$ cat src/rtl/axi_rd_arbiter.sv
// ---------------------------------------------------------------------------
// axi_rd_arbiter
//
// Shares one AXI burst read port between two masters: the icache (master 0)
// and the dcache (master 1). AR requests are arbitrated round-robin. The
// grant is locked from the address handshake until the slave returns rlast.
// The R channel is routed back to the granted master only. Only one
// transaction is outstanding at a time. Beats are counted so that a burst
// whose rlast arrives early or late is flagged on err_len.
//
// Ports
//   clk, rst                   clock, synchronous active-high reset
//   m{0,1}_ar*                 master read-address channels (addr/len/size/burst/valid/ready)
//   m{0,1}_r*                  master read-data channels (data/resp/valid/last/ready)
//   s_ar*                      slave read-address channel
//   s_r*                       slave read-data channel
//   grant                      current owner (0=icache, 1=dcache), meaningful while busy
//   busy                       arbiter is in ADDR or DATA
//   err_len                    one-cycle pulse when the beat count disagrees with arlen
// ---------------------------------------------------------------------------
module axi_rd_arbiter #(
  parameter int ADDR_W = 32,
  parameter int DATA_W = 64,
  parameter int LEN_W  = 8
) (
  input  logic              clk,
  input  logic              rst,
  // master 0 (icache)
  input  logic [ADDR_W-1:0] m0_araddr,
  input  logic [LEN_W-1:0]  m0_arlen,
  input  logic [2:0]        m0_arsize,
  input  logic [1:0]        m0_arburst,
  input  logic              m0_arvalid,
  output logic              m0_arready,
  output logic [DATA_W-1:0] m0_rdata,
  output logic [1:0]        m0_rresp,
  output logic              m0_rvalid,
  output logic              m0_rlast,
  input  logic              m0_rready,
  // master 1 (dcache)
  input  logic [ADDR_W-1:0] m1_araddr,
  input  logic [LEN_W-1:0]  m1_arlen,
  input  logic [2:0]        m1_arsize,
  input  logic [1:0]        m1_arburst,
  input  logic              m1_arvalid,
  output logic              m1_arready,
  output logic [DATA_W-1:0] m1_rdata,
  output logic [1:0]        m1_rresp,
  output logic              m1_rvalid,
  output logic              m1_rlast,
  input  logic              m1_rready,
  // slave
  output logic [ADDR_W-1:0] s_araddr,
  output logic [LEN_W-1:0]  s_arlen,
  output logic [2:0]        s_arsize,
  output logic [1:0]        s_arburst,
  output logic              s_arvalid,
  input  logic              s_arready,
  input  logic [DATA_W-1:0] s_rdata,
  input  logic [1:0]        s_rresp,
  input  logic              s_rvalid,
  input  logic              s_rlast,
  output logic              s_rready,
  // status
  output logic              grant,
  output logic              busy,
  output logic              err_len
);

  typedef enum logic [1:0] {
    IDLE = 2'd0,
    ADDR = 2'd1,
    DATA = 2'd2
  } state_t;

  localparam logic [LEN_W-1:0] LEN_ZERO = {LEN_W{1'b0}};
  localparam logic [LEN_W-1:0] LEN_ONE  = {{(LEN_W-1){1'b0}}, 1'b1};

  state_t            state;
  logic              last_grant;
  logic [LEN_W-1:0]  beat_cnt;
  logic [LEN_W-1:0]  len_q;
  logic              ar_hs;
  logic              r_hs;

  assign busy  = (state != IDLE);
  assign ar_hs = s_arvalid & s_arready;
  assign r_hs  = s_rvalid & s_rready;

  // Channel routing. Address and data buses are plain muxes of the granted
  // side so they never float; every valid/ready is forced low while rst is
  // high because the state register only returns to IDLE on the next edge.
  always_comb begin
    s_araddr   = grant ? m1_araddr  : m0_araddr;
    s_arlen    = grant ? m1_arlen   : m0_arlen;
    s_arsize   = grant ? m1_arsize  : m0_arsize;
    s_arburst  = grant ? m1_arburst : m0_arburst;
    m0_rdata   = s_rdata;
    m0_rresp   = s_rresp;
    m1_rdata   = s_rdata;
    m1_rresp   = s_rresp;
    s_arvalid  = 1'b0;
    m0_arready = 1'b0;
    m1_arready = 1'b0;
    s_rready   = 1'b0;
    m0_rvalid  = 1'b0;
    m0_rlast   = 1'b0;
    m1_rvalid  = 1'b0;
    m1_rlast   = 1'b0;
    if (rst) begin
      s_arvalid = 1'b0;
    end else begin
      case (state)
        ADDR: begin
          if (grant) begin
            s_arvalid  = m1_arvalid;
            m1_arready = s_arready;
          end else begin
            s_arvalid  = m0_arvalid;
            m0_arready = s_arready;
          end
        end
        DATA: begin
          if (grant) begin
            s_rready  = m1_rready;
            m1_rvalid = s_rvalid;
            m1_rlast  = s_rlast;
          end else begin
            s_rready  = m0_rready;
            m0_rvalid = s_rvalid;
            m0_rlast  = s_rlast;
          end
        end
        default: begin
          // IDLE: nothing forwarded, stray slave beats are ignored
          s_arvalid = 1'b0;
        end
      endcase
    end
  end

  // Arbitration FSM, burst lock, beat counting and length-error pulse.
  always_ff @(posedge clk) begin
    if (rst) begin
      state      <= IDLE;
      grant      <= 1'b0;
      last_grant <= 1'b1;  // makes m0 win the first tie
      beat_cnt   <= LEN_ZERO;
      len_q      <= LEN_ZERO;
      err_len    <= 1'b0;
    end else begin
      err_len <= 1'b0;
      case (state)
        IDLE: begin
          if (m0_arvalid && m1_arvalid) begin
            grant <= ~last_grant;
            state <= ADDR;
          end else if (m0_arvalid) begin
            grant <= 1'b0;
            state <= ADDR;
          end else if (m1_arvalid) begin
            grant <= 1'b1;
            state <= ADDR;
          end else begin
            state <= IDLE;
          end
        end
        ADDR: begin
          // grant stays put until the slave accepts, whatever the other
          // master does meanwhile
          if (ar_hs) begin
            len_q    <= grant ? m1_arlen : m0_arlen;
            beat_cnt <= LEN_ZERO;
            state    <= DATA;
          end else begin
            state <= ADDR;
          end
        end
        DATA: begin
          if (r_hs) begin
            beat_cnt <= beat_cnt + LEN_ONE;
            if (s_rlast) begin
              // beat_cnt holds the zero-based index of this beat, which
              // must equal arlen for a correctly sized burst
              err_len    <= (beat_cnt != len_q);
              last_grant <= grant;
              state      <= IDLE;
            end else begin
              // the final expected beat came without rlast: burst too long
              err_len <= (beat_cnt == len_q);
              state   <= DATA;
            end
          end else begin
            state <= DATA;
          end
        end
        default: begin
          state <= IDLE;
        end
      endcase
    end
  end

endmodule

$ cat config.mk
export PLATFORM = sky130hd
export DESIGN_NAME = axi_rd_arbiter
export DESIGN_NICKNAME = d
export VERILOG_FILES = /design/src/rtl/axi_rd_arbiter.sv
export SDC_FILE = /design/constraint.sdc
export NUM_CORES = 1
export LEC_CHECK = 0
export ABC_AREA = 1
export CAP_MARGIN = 20
export CORE_AREA = 3 3 135 137
export CTS_CLUSTER_SIZE = 24
export DETAILED_ROUTE_END_ITERATION = 8
export DIE_AREA = 0 0 138 140
export GPL_TIMING_DRIVEN = 0
export MAX_ROUTING_LAYER = met4
export PLACE_DENSITY = 0.67
export SLEW_MARGIN = 20
export SYNTH_ARGS = -nofsm -noshare
export SYNTH_HDL_FRONTEND = slang
export SYNTH_SLANG_ARGS = --single-unit
$ cat constraint.sdc
create_clock -name clk -period 1.3 [get_ports clk]
set_input_delay 0.26 -clock clk [delete_from_list [all_inputs] [get_ports clk]]
set_output_delay 0.26 -clock clk [all_outputs]
set_load 0.005 [all_outputs]
# After elaboration in Yosys (flattened, before gate mapping)
# Index checks and enable logic that the tools add are counted.
dict set report totals {
  wordCells 70
  register_bits 21
  out_inout_bits 188
}
dict set report op_classes {
  bitwise_logic 5
  n_eq_ne 6
  reduce_logical 10
  addsub 1
  muxes 42
}
# op count
set ops {}
lappend ops {{32-bit two-way mux} 1}
lappend ops {{1-bit two-way mux} 31}
lappend ops {{8-bit two-way mux} 3}
lappend ops {{8-bit one-hot mux with 2 select lines} 1}
lappend ops {{8-bit by 1-bit adder with 8-bit output, second input constant} 1}
lappend ops {{8-bit == test} 1}
lappend ops {{2-bit two-way mux} 4}
lappend ops {{8-bit != test} 1}
lappend ops {{2-bit one-hot mux with 3 select lines} 1}
lappend ops {{3-bit AND reduction} 2}
lappend ops {{2-bit != test, second input constant} 2}
lappend ops {{2-bit AND reduction} 2}
lappend ops {{2-bit nonzero test} 2}
lappend ops {{3-bit two-way mux} 1}
lappend ops {{1-bit NOT} 3}
lappend ops {{3-bit nonzero test} 1}
lappend ops {{3-bit OR reduction} 1}
lappend ops {{1-bit AND} 2}
lappend ops {{2-bit by 1-bit == test with 1-bit output, second input constant} 1}
lappend ops {{2-bit == test, second input constant} 1}
lappend ops {{2-bit logical NOT} 1}
lappend ops {{1-bit logical AND} 1}

# Longest topological paths before layout
dict set report depth {
  word_depth 6
  depth_mapped 10
  ltp_nobuf 10
}

# Worst setup path after synthesis
# OpenSTA, ideal clock, no wires.
dict set report synth_timing {
  path_type {flip-flop to output port}
  startpoint {register grant}
  endpoint {output port s_araddr[24]}
  arrival_ps 1022
  slack_ps 18
  required_ps 1040
  n_path_buf 2
  stages_incl_launch_ff 5
  path_cell_list {dfxtp_1 buf_2 buf_1 nand2_1 nand2_1}
}
dict set report synth_via {
  elab_chain_len 1
}
# item line
set synth_lines {}
lappend synth_lines {{start, declared} 65} ;# output logic grant,
lappend synth_lines {{start signal, assigned} 156} ;# grant <= ~last_grant;
lappend synth_lines {{32-bit two-way mux} 94} ;# s_araddr = grant ? m1_araddr : m0_araddr;
lappend synth_lines {{end, declared} 53} ;# output logic [ADDR_W-1:0] s_araddr,
# Every way passes these cells.

# Worst setup path in the final report
dict set report layout_timing {
  startpoint {register grant}
  endpoint {output port s_araddr[16]}
}
# The elaborated chain is that of the path after synthesis.

==> impl_metrics.tcl <==
set metrics [dict create \
    status "finished with violations" \
    violations "setup timing" \
    power.total_w 0.00357 \
    synth_mux_area_share_pct 0 \
    setup_slack_ns -0.320 \
    holdCritStartpoint "rst" \
    hpwl_um 10900 \
    whs_ns 0.333 \
    clk_pin_slew_ns 0.06 \
    r2r_slack_ns -0.27 \
    finalCriticalPeriod_ns 1.62 \
    yosysUniqueCellTypes 23 \
    yosysTopAreaCell "buf_4" \
    ys_seq_area_share_pct 15.2 \
    nFillCells 1739 \
    via_per_inst 3.90 \
    hold_viol 0 \
    dieArea_um2 19300 \
    post_dp_cell_area_um2 5900 \
    slew_violations 0 \
    syn_to_final_growth_pct 152 \
    grt_pass1_wl_um 20100 \
    stdcell_area_um2 6970 \
    yosysMostFrequentCell "nand2_1" \
    drt-total-wl_um 14300 \
    synth_enable_flop_cells 0 \
    synthesis.nets 636 \
    hold_buffers 0 \
    cts_buffers 3 \
    ys_warn_count 0 \
    ys_seq_elements 21 \
    yosys.area_share.xor_xnor_pct 1.90 \
    setup_viol 73 \
    crit_fanout 8 \
    critPathKind "reg2out" \
    crit_path_frequent_cell "buf_12" \
    leakage_nw 3.27 \
    drive_gt1_share_pct 47.4 \
    r2r-start "grant" \
    fin_tns_setup_ns -15.58 \
    fmax_ghz 0.617 \
    synth.avg_cell_area_um2 5.88 \
    num_vias 4033 \
    required_ns 1.04 \
    die_x_um 138 \
    initial_core_util_pct 16.1 \
    holdPathStages 2 \
    detail-route-antenna-nets 0 \
    hold_path_end "beat_cnt[3]" \
    r2r-end "beat_cnt[1]" \
    ys_async_sr_fraction_pct 0 \
    gr-total-overflow 0 \
    ys.flop_type "dfxtp_1" \
    cellPowerDensity_nw_per_um2 512 \
    portBuffers 285 \
    nNetsFinal 975 \
    core_um2 17200 \
    synth_compound_area_share_pct 3.81 \
    peakVddDrop_uv 552 \
    clock_sinks 21 \
    cts_tree "done" \
    finClkSkew_ns 0.00423 \
    crit_chain "buf_12, buf_12, buf_8, buf_6, nand2_2, nand2_1, buf_2" \
    cts_max_level 1 \
    tightest_slew_ns 0.685 \
    routabilityCongestion 0.804 \
    multi_input_area_um2 1690 \
    cp-end-kind "output pin" \
    max_stage_delay_ns 0.37 \
    antenna_found_initial 1 \
    cts-root-buf "clkbuf_16" \
    cp.arrival_ns 1.36 \
    synth_largest_type_area_fraction_pct 36.2 \
    cp_slowest_cell "dfxtp_4" \
    drt_iter0_drc 128 \
    hp-class "in2reg" \
    drv_cap 0 \
    synthAdderAreaFrac_pct 0.453 \
    critPathLaunchType "register" \
    rows 48 \
    yosys.area_share.simple_pct 36.6 \
    grt_usage_pct 13.3 \
    grt_pass1_vias 3920 \
    drcViolationCount 0 \
    fin_crit_sh_pct 125 \
    slew_headroom_pct 54.4 \
    grt_max_degree 12 \
    reg2reg_depth 12 \
    synth_area_um2 2760 \
    io_pins 353 \
    synth_common_cells "nand2_1 (198), buf_4 (133), inv_1 (24), dfxtp_1 (21), nor2_1 (18)" \
    wl_per_cell_um 13.8 \
    fp.dieH_um 140 \
    cts_buffer_depth 2 \
    synth.area.top_cells "buf_4 (36%), nand2_1 (27%), dfxtp_1 (15%), inv_1 (3.3%), nand3_1 (2.9%)" \
    rsz0062_at_grt "yes" \
    synthCells 470 \
    clock_latency_ns 0.26 \
    synth_top_family_by_area "buffers and inverters" \
    dr.pass1.iters 4 \
    regArea_um2 427 \
]
metrics by stage:
step / instances / setup slack, ns / util, %
after global placement: 980 / -0.895 / 34.3
after CTS: 1025 / -0.307 / 38.5
after global routing: 1034 / -0.352 / 40.6
after detailed placement: 980 / -0.900 / 34.3
final: 1034 / -0.320 / 40.6
after floorplan: 470 / 0.0183 / -
cells in the final DEF (no fill, tap or decap), types with 3 or more instances in the layout:
| master | Yosys | layout |
|---|---|---|
| xnor2_1 | 5 | 5 |
| nand4_1 | 4 | 4 |
| clkbuf_16 | 0 | 4 |
| buf_12 | 0 | 6 |
| buf_2 | 7 | 42 |
| nor2_1 | 18 | 11 |
| nand2_2 | 1 | 66 |
| nand2_1 | 198 | 113 |
| a21oi_2 | 0 | 11 |
| dfxtp_1 | 21 | 18 |
| buf_6 | 0 | 31 |
| dlygate4sd2_1 | 0 | 6 |
| buf_4 | 133 | 154 |
| inv_1 | 24 | 18 |
| nand2_4 | 3 | 20 |
| clkdlybuf4s50_1 | 0 | 224 |
| nor2_4 | 1 | 9 |
| nand2_8 | 0 | 4 |
| clkbuf_2 | 0 | 3 |
| inv_6 | 0 | 4 |
| buf_8 | 0 | 10 |
| o21ai_2 | 0 | 3 |
| a21oi_1 | 15 | 4 |
| nand3_1 | 16 | 15 |
cells by family (layout without fill, tap and decap cells):
group,Yosys count,after routing
other,0,1
AO/OA/AOI/OAI,21,21
adder cells (fa/ha/maj),1,1
buffers and inverters,174,511
AND/OR/NAND/NOR,247,248
XOR/XNOR,6,6
flip-flops,21,21
critical path: cells and delay by family, from the launching register on:
kind	cells	cell delay (ns)
AND/OR/NAND/NOR	2	0.09
flip-flops	1	0.37
buffers and inverters	5	0.62
how the worst max path moves through the flow:
stage,start,endpoint,slack (ns),cells after the start
CTS,grant,s_araddr[15],-0.31,7
finish,grant,s_araddr[16],-0.32,7
detailed placement,s_arready,m1_arready,-0.90,4
global placement,s_arready,m1_arready,-0.89,4
floorplan,grant,s_araddr[24],0.02,4
global route,grant,s_araddr[16],-0.35,7
registers in the layout, indices dropped and copies added (netlist names):
signal      flops
beat_cnt        8
len_q           8
state           2
err_len         1
grant           1
last_grant      1
layout make-up:
cell class                 count  area share (%)
clock buffer                   4            1.13
timing repair buffer         333            45.6
tap                          225            4.04
sequential                    21            6.12
buffer                       147            16.9
antenna                        1          0.0359
inverter                      27            1.87
multi-input combinational    276            24.3
layer usage:
metal,wire length (um),vias to the layer above,GRT usage (%),share of wire (%)
met2,7870,214,25.4,55
met3,1130,20,3.58,7.9
met4,396,0,3.80,2.8
li1,-,1973,-,-
met5,0,-,-,0
met1,4920,1826,13.2,34
timing repair:
item	4_1_cts	5_1_grt
cloned	6	1
pin swaps	36	31
buffers inserted	35	8
gates resized for setup	380	89
setup endpoints to repair	74	75
report_power, final:
part           internal [W]  total, W  switching, W
Sequential         0.000666  0.000692     0.0000253
Combinational       0.00139   0.00219      0.000800
Clock              0.000419  0.000685      0.000266
Total               0.00248   0.00357       0.00109
(Power assumes the default switching activity.)
